===== config.mk =====
export PLATFORM = sky130hd
export DESIGN_NAME = bus_arbiter4
export DESIGN_NICKNAME = d
export VERILOG_FILES = /design/src/rtl/bus_arbiter4.sv
export SDC_FILE = /design/constraint.sdc
export NUM_CORES = 1
export LEC_CHECK = 0
export CORE_MARGIN = 5
export CORE_UTILIZATION = 49
export CTS_CLUSTER_SIZE = 24
export DETAILED_ROUTE_END_ITERATION = 12
export HOLD_SLACK_MARGIN = 0.03
export PLACE_DENSITY_LB_ADDON = 0.05
export SKIP_CTS_REPAIR_TIMING = 1
export SLEW_MARGIN = 20
export SYNTH_ARGS = -nofsm -noshare
export SYNTH_HDL_FRONTEND = slang
export SYNTH_SLANG_ARGS = --single-unit

===== constraint.sdc =====
create_clock -name clk -period 3.8 [get_ports clk]
set_clock_uncertainty 0.15 [all_clocks]
set_input_delay 0.76 -clock clk [delete_from_list [all_inputs] [get_ports clk]]
set_output_delay 0.76 -clock clk [all_outputs]
set_load 0.02 [all_outputs]

===== src/rtl/bus_arbiter4.sv =====
// Round-robin arbiter sharing one 16-bit bus among four requesters.
// Holds a grant for one packet or MAX_BEATS transfers, then rotates priority.
module bus_arbiter4 #(
    parameter int MAX_BEATS = 8
) (
    input  logic       clk,
    input  logic       reset,
    input  logic [3:0] req,
    input  logic [3:0] last,
    input  logic       out_ready,
    output logic [3:0] gnt,
    output logic [1:0] sel,
    output logic       out_valid,
    output logic       busy
);

    localparam logic [0:0] IDLE  = 1'b0;
    localparam logic [0:0] GRANT = 1'b1;
    localparam logic [7:0] BEAT_LIMIT = 8'(MAX_BEATS - 1);

    logic [0:0] state_r;
    logic [1:0] ptr_r;
    logic [7:0] beats_r;
    logic [3:0] gnt_r;
    logic [1:0] sel_r;
    logic       busy_r;

    logic [2:0] pick_s;
    logic       xfer_s;
    logic       release_s;

    // Returns {found, index} of the first asserted request searching p, p+1, ... mod 4.
    function automatic logic [2:0] rr_pick(input logic [3:0] r, input logic [1:0] p);
        logic [2:0] res;
        logic [1:0] idx;
        res = 3'b000;
        for (int i = 3; i >= 0; i--) begin
            idx = p + i[1:0];
            if (r[idx]) begin
                res = {1'b1, idx};
            end else begin
                res = res;
            end
        end
        return res;
    endfunction

    // Arbitration pick and release decision for the current cycle.
    always_comb begin
        pick_s    = rr_pick(req, ptr_r);
        xfer_s    = out_valid & out_ready;
        release_s = 1'b0;
        if (state_r == GRANT) begin
            release_s = (xfer_s & last[sel_r])
                      | (xfer_s & (beats_r == BEAT_LIMIT))
                      | ~req[sel_r];
        end else begin
            release_s = 1'b0;
        end
    end

    // Grant state machine; sel deliberately keeps its value while idle.
    always_ff @(posedge clk or posedge reset) begin
        if (reset) begin
            state_r <= IDLE;
            ptr_r   <= 2'd0;
            beats_r <= 8'd0;
            gnt_r   <= 4'b0000;
            sel_r   <= 2'd0;
            busy_r  <= 1'b0;
        end else begin
            case (state_r)
                IDLE: begin
                    if (pick_s[2]) begin
                        state_r <= GRANT;
                        gnt_r   <= 4'b0001 << pick_s[1:0];
                        sel_r   <= pick_s[1:0];
                        beats_r <= 8'd0;
                        busy_r  <= 1'b1;
                    end else begin
                        gnt_r   <= 4'b0000;
                        busy_r  <= 1'b0;
                    end
                end
                GRANT: begin
                    if (release_s) begin
                        state_r <= IDLE;
                        gnt_r   <= 4'b0000;
                        busy_r  <= 1'b0;
                        ptr_r   <= sel_r + 2'd1;
                    end else if (xfer_s) begin
                        beats_r <= beats_r + 8'd1;
                    end else begin
                        beats_r <= beats_r;
                    end
                end
                default: begin
                    state_r <= IDLE;
                    gnt_r   <= 4'b0000;
                    busy_r  <= 1'b0;
                end
            endcase
        end
    end

    assign gnt       = gnt_r;
    assign sel       = sel_r;
    assign busy      = busy_r;
    assign out_valid = busy_r & req[sel_r];

endmodule

## Yosys cells after proc, flatten, opt, wreduce, memory -nomap -nowiden

Cells that the tools add are included.

- Register bits after elaboration: 18
- Input port bits: 11
- Output and inout port bits: 8
- Logic and storage cells: 62

- Add/subtract/negate cells: 5
- Magnitude comparators: 5
- Equality and inequality tests: 5
- Shifts and indexed selects: 1
- Muxes and demuxes: 29
- Bitwise logic cells: 8
- Reduce and logical (&&, ||, !) cells: 3

Operator list:

| cell | number |
|---|---|
| 8-bit two-way mux | 3 |
| 8-bit case mux with 2 select lines | 1 |
| 2-bit by 3-bit < comparator with 1-bit output, second input constant | 5 |
| 1-bit binary-select mux with 2-bit select | 6 |
| 3-bit two-way mux | 4 |
| 1-bit two-way mux | 10 |
| 8-bit by 1-bit adder with 8-bit output, second input constant | 1 |
| 8-bit by 3-bit equality test with 1-bit output, second input constant | 1 |
| 4-bit two-way mux | 2 |
| 4-bit case mux with 2 select lines | 1 |
| 2-bit by 1-bit adder with 2-bit output, second input constant | 2 |
| 2-bit adder, second input constant | 2 |
| 1-bit AND | 4 |
| 2-bit by 1-bit inequality test with 1-bit output, second input constant | 2 |
| 2-bit inequality test, second input constant | 2 |
| 1-bit case mux with 2 select lines | 2 |
| 2-bit AND reduction | 2 |
| 1-bit by 2-bit left shift with 4-bit output, first input constant | 1 |
| 3-bit AND reduction | 1 |
| 1-bit inverter | 2 |
| 1-bit OR | 2 |

## Depth between registers and ports, before layout

Gate-level depths: netlist (run 1).

- Depth after elaboration: 10
- Depth in mapped cells: 6
- Depth with buffers taken out: 5

## Worst setup path after synthesis (run 1)

OpenSTA, ideal clock, no wires.

- Path kind: input-to-output
- From: input port req[3]
- To: output port out_valid
- Data arrival time: 1517 ps
- Data required time: 2890 ps
- Path slack: 1373 ps
- Cell stages on the path: 2
- Path buffers: 0
- Cells stage by stage: mux4_2 and2_1

- Cells in the longest elaborated chain, start to end: 3

RTL lines:

| item | line | text |
|---|---|---|
| from (decl) | 8 | `input logic [3:0] req,` |
| 1-bit binary-select mux with 2-bit select | 109 | `assign out_valid = busy_r & req[sel_r];` |
| 1-bit two-way mux (not written as such) | 109 |  |
| 1-bit AND | 109 |  |
| to (decl) | 13 | `output logic out_valid,` |

Every way passes these cells. The select of a mux whose other input is x is not followed.

## Worst setup path in the final report (run 1)

- From: input port req[0]
- To: output port out_valid

Same word-level chain as after synthesis.

==> results of run 1 <==
cells in the mapped netlist, types with 2 or more instances:
cell       number
o2bb2ai_1       2
mux2i_1         6
a22o_1          2
nor2_1          3
nand2_1         9
a21oi_1         6
o21a_1          2
o21ai_0         3
nor3_1          2
nor4_1          2
nand3_1         7
buf_2           2
inv_1           3
nand2b_1        6
a21o_1          3
o22ai_1         2
mux4_2          2
o31ai_1         4
or2_2           2
dfrtp_1        18
metal layers:
metal  track usage, %  up-vias  share of wire [%]
met5                0        -                  0
met2             22.3       23                 44
met4             4.07        0               0.47
li1                 -      428                  -
met3             3.90        2                5.8
met1             20.1      405                 49
power groups by stage:
stage	combinational (mW)	clock [mW]	sequential, mW
floorplan	0.263	0	0.344
global placement	0.394	0	0.342
detailed placement	0.401	0	0.342
CTS	0.404	0.121	0.339
global route	0.432	0.132	0.354
finish	0.398	0.119	0.337
worst max path at each step:
stage                       from         to
final                     req[0]  out_valid
after global routing      req[0]  out_valid
after CTS                 req[0]  out_valid
after detailed placement  req[0]  out_valid
after global placement    req[0]  out_valid
after floorplan           req[3]  out_valid
state kept, by name, summed over array words and instances (netlist names):
| name | cells |
|---|---|
| beats_r | 8 |
| gnt | 4 |
| ptr_r | 2 |
| sel | 2 |
| busy | 1 |
| state_r | 1 |
cell type report:
class / instances / area (sq um)
fill: 171 / 717
multi-input combinational: 79 / 573
sequential: 18 / 450
timing repair buffer: 18 / 180
clock buffer: 4 / 36.3
tap: 27 / 33.8
inverter: 3 / 11.3
logic make-up (layout without fill, tap and decap cells):
kind of cell | after synthesis | in the layout | share of synthesized area (%)
AND/OR/NAND/NOR | 40 | 40 | 22.9
buffers and inverters | 7 | 25 | 3.42
adder cells (fa/ha/maj) | 1 | 1 | 1.18
multiplexers | 9 | 9 | 11.0
AO/OA/AOI/OAI | 28 | 28 | 18.2
flip-flops | 18 | 18 | 42.5
XOR/XNOR | 1 | 1 | 0.827
metrics by stage:
step | setup slack [ns] | hold WS (ns) | util (%)
4_1_cts | 0.367 | 0.358 | 64.2
5_1_grt | 0.313 | 0.384 | 64.2
6_report | 0.374 | 0.351 | 64.2
2_1_floorplan | 1.37 | 0.333 | -
3_5_place_dp | 0.363 | 0.323 | 62.4
3_3_place_gp | 0.387 | 0.329 | 62.4
==> flow_summary.yaml, run 1 <==
run_status:
  status: "completed"
timing:
  tightest_slew_ns: 0.669
  hold_violations: 0
  fin_tns_setup_ns: 0
  maxSlewHeadroom_pct: 55.3
  fmax_mhz: 292
  finalCritPeriodShare_pct: 90.1
  slew_viol_final: 0
  rsz0062_at_grt: "false"
  fin_crit_ns: 3.43
  finalSetupViolations: 0
synth:
  avgSynthCellArea_sq_um: 10.2
  syn_nets: 116
  synthArstFlopShare_pct: 100
  synth_cells: 104
  ys.flop_type: "dfrtp_1"
  synthTopCellsByArea: "dfrtp_1, mux2i_1, mux4_2, nand2b_1, nand3_1"
  ys_ff_latch: 18
  synth_edf_count: 0
  ys_warn_count: 0
  yosysSeqAreaShare_pct: 42.5
  synth_area_sq_um: 1060
  synth_top_area_share_pct: 42.5
  yosysTopAreaCell: "dfrtp_1"
  ys_types: 38
setup_path:
  crit_chain: "clkdlybuf4s50_1 > mux4_2 > and2_1 > clkdlybuf4s50_1"
  cp.depth: 4
  timing.rr.start: "sel[0]"
  path_buf_inv: 2
  crit_family: "buffers and inverters"
  start_kind: "input pin"
  reg2reg_slack_ns: 1.43
  cpPeakStageDelay_ns: 0.55
  critPathMaxFanout: 6
  critPathRequiredTime_ns: 2.89
  critPathCaptureType: "output port"
  cp_slowest_cell: "mux4_2"
  crit_type: "input pin to output port"
  cp.arrival_ns: 2.52
  reg2reg_to: "beats_r[3]"
  r2r_cells: 4
  path_common_cell: "clkdlybuf4s50_1"
drt:
  viasPerCell: 5.76
  finalWirelength_um: 2140
  post_drt_wl_per_cell_um: 14.4
  dr.pass1.iters: 4
  drtIter0Drc: 19
  post-route-drc-count: 0
  vias: 858
  antenna_left: 0
placed_design:
  placed_cell_area_sq_um: 1250
  gp_congestion: 0.820
  dp.cells: 145
  port-buffer-count: 18
  dp_hpwl_um: 1650
global_routing:
  grt_pass1_vias: 859
  grt_use_total_pct: 14.6
  antenna_found_initial: 0
  grt-ovfl-total: 0
  grt_pass1_wl_um: 3780
  grt_start_max_net_pins: 19
clock_tree:
  clkLatencyLatePin_ns: 0.29
  h-tree-depth: 1
  cts_tree: "done"
  cts-buffers-inserted: 3
  path_clk_slew_ns: 0.11
  clkSinkCount: 18
  clockBufferDepth: 2
  cts_root_buffer: "clkbuf_4"
run:
  cap_violations: 0
die:
  start_util_pct: 52.9
  rows: 16
  die-area_sq_um: 3190
  ioPinCount: 19
  die_h_um: 56.5
  die_w_um: 56.5
  core_sq_um: 2000
finish:
  area.growth.synth_to_final_pct: 21.3
  final_layout_size_suffix_gt1_share_pct: 9.84
  stdcell_area_sq_um: 1280
  final_cells: 149
  num-nets-final: 135
  diodes: 0
  final_cell_mix: "dfrtp_1, clkdlybuf4s50_1, nand2_1, nand3_1"
power:
  p_clk_share_pct: 13.9
  p_int_mw: 0.515
  leakage_nw: 0.545
  p_total_mw: 0.854
  p_per_area_nw_per_um2: 665
  peakVddDrop_mv: 0.573
  power_frac_seq_pct: 39.5
  comb_power_share_pct: 46.6
  p_switching_mw: 0.339
  swShare_pct: 39.7
min_path:
  hold_depth: 1
  hold_path.class: "flip-flop to flip-flop"
  hp-start: "gnt[0]"
  hold_path_end: "gnt[0]"
Note: power is estimated with default switching activity, not from simulation.
==> run 2, diff against run 1 <==
--- a/config.mk
+++ b/config.mk
@@ -16,3 +16,4 @@
 export SYNTH_ARGS = -nofsm -noshare
 export SYNTH_HDL_FRONTEND = slang
 export SYNTH_SLANG_ARGS = --single-unit
+export TNS_END_PERCENT = 5
==> constraint.sdc (replaced) <==
create_clock -name clk -period 4.2 [get_ports clk]
set_clock_uncertainty 0.15 [all_clocks]
set_input_delay 0.84 -clock clk [delete_from_list [all_inputs] [get_ports clk]]
set_output_delay 0.84 -clock clk [all_outputs]
set_load 0.02 [all_outputs]
==> results of run 2 <==
The final DEF is identical to that of run 1. Status: completed.
Among the figures that moved: setup slack after placement 0.363 ns -> 0.603 ns; setup slack after layout 0.374 ns -> 0.614 ns; register-to-register setup slack 1.43 ns -> 1.83 ns; total power 0.854 mW -> 0.773 mW; worst IR drop on VDD 0.573 mV -> 0.519 mV
==> run 3, diff against run 2 <==
--- a/config.mk
+++ b/config.mk
@@ -12,7 +12,7 @@
 export HOLD_SLACK_MARGIN = 0.03
 export PLACE_DENSITY_LB_ADDON = 0.05
 export SKIP_CTS_REPAIR_TIMING = 1
-export SLEW_MARGIN = 20
+export SLEW_MARGIN = 10
 export SYNTH_ARGS = -nofsm -noshare
 export SYNTH_HDL_FRONTEND = slang
 export SYNTH_SLANG_ARGS = --single-unit
==> constraint.sdc (replaced) <==
create_clock -name clk -period 4.4 [get_ports clk]
set_clock_uncertainty 0.15 [all_clocks]
set_input_delay 0.88 -clock clk [delete_from_list [all_inputs] [get_ports clk]]
set_output_delay 0.88 -clock clk [all_outputs]
set_load 0.02 [all_outputs]
==> results of run 3 <==
The final DEF is identical to that of run 1. Status: completed.
Among the figures that moved: setup slack after placement 0.363 ns -> 0.723 ns; setup slack after layout 0.374 ns -> 0.734 ns; register-to-register setup slack 1.43 ns -> 2.03 ns; total power 0.854 mW -> 0.738 mW; worst IR drop on VDD 0.573 mV -> 0.495 mV
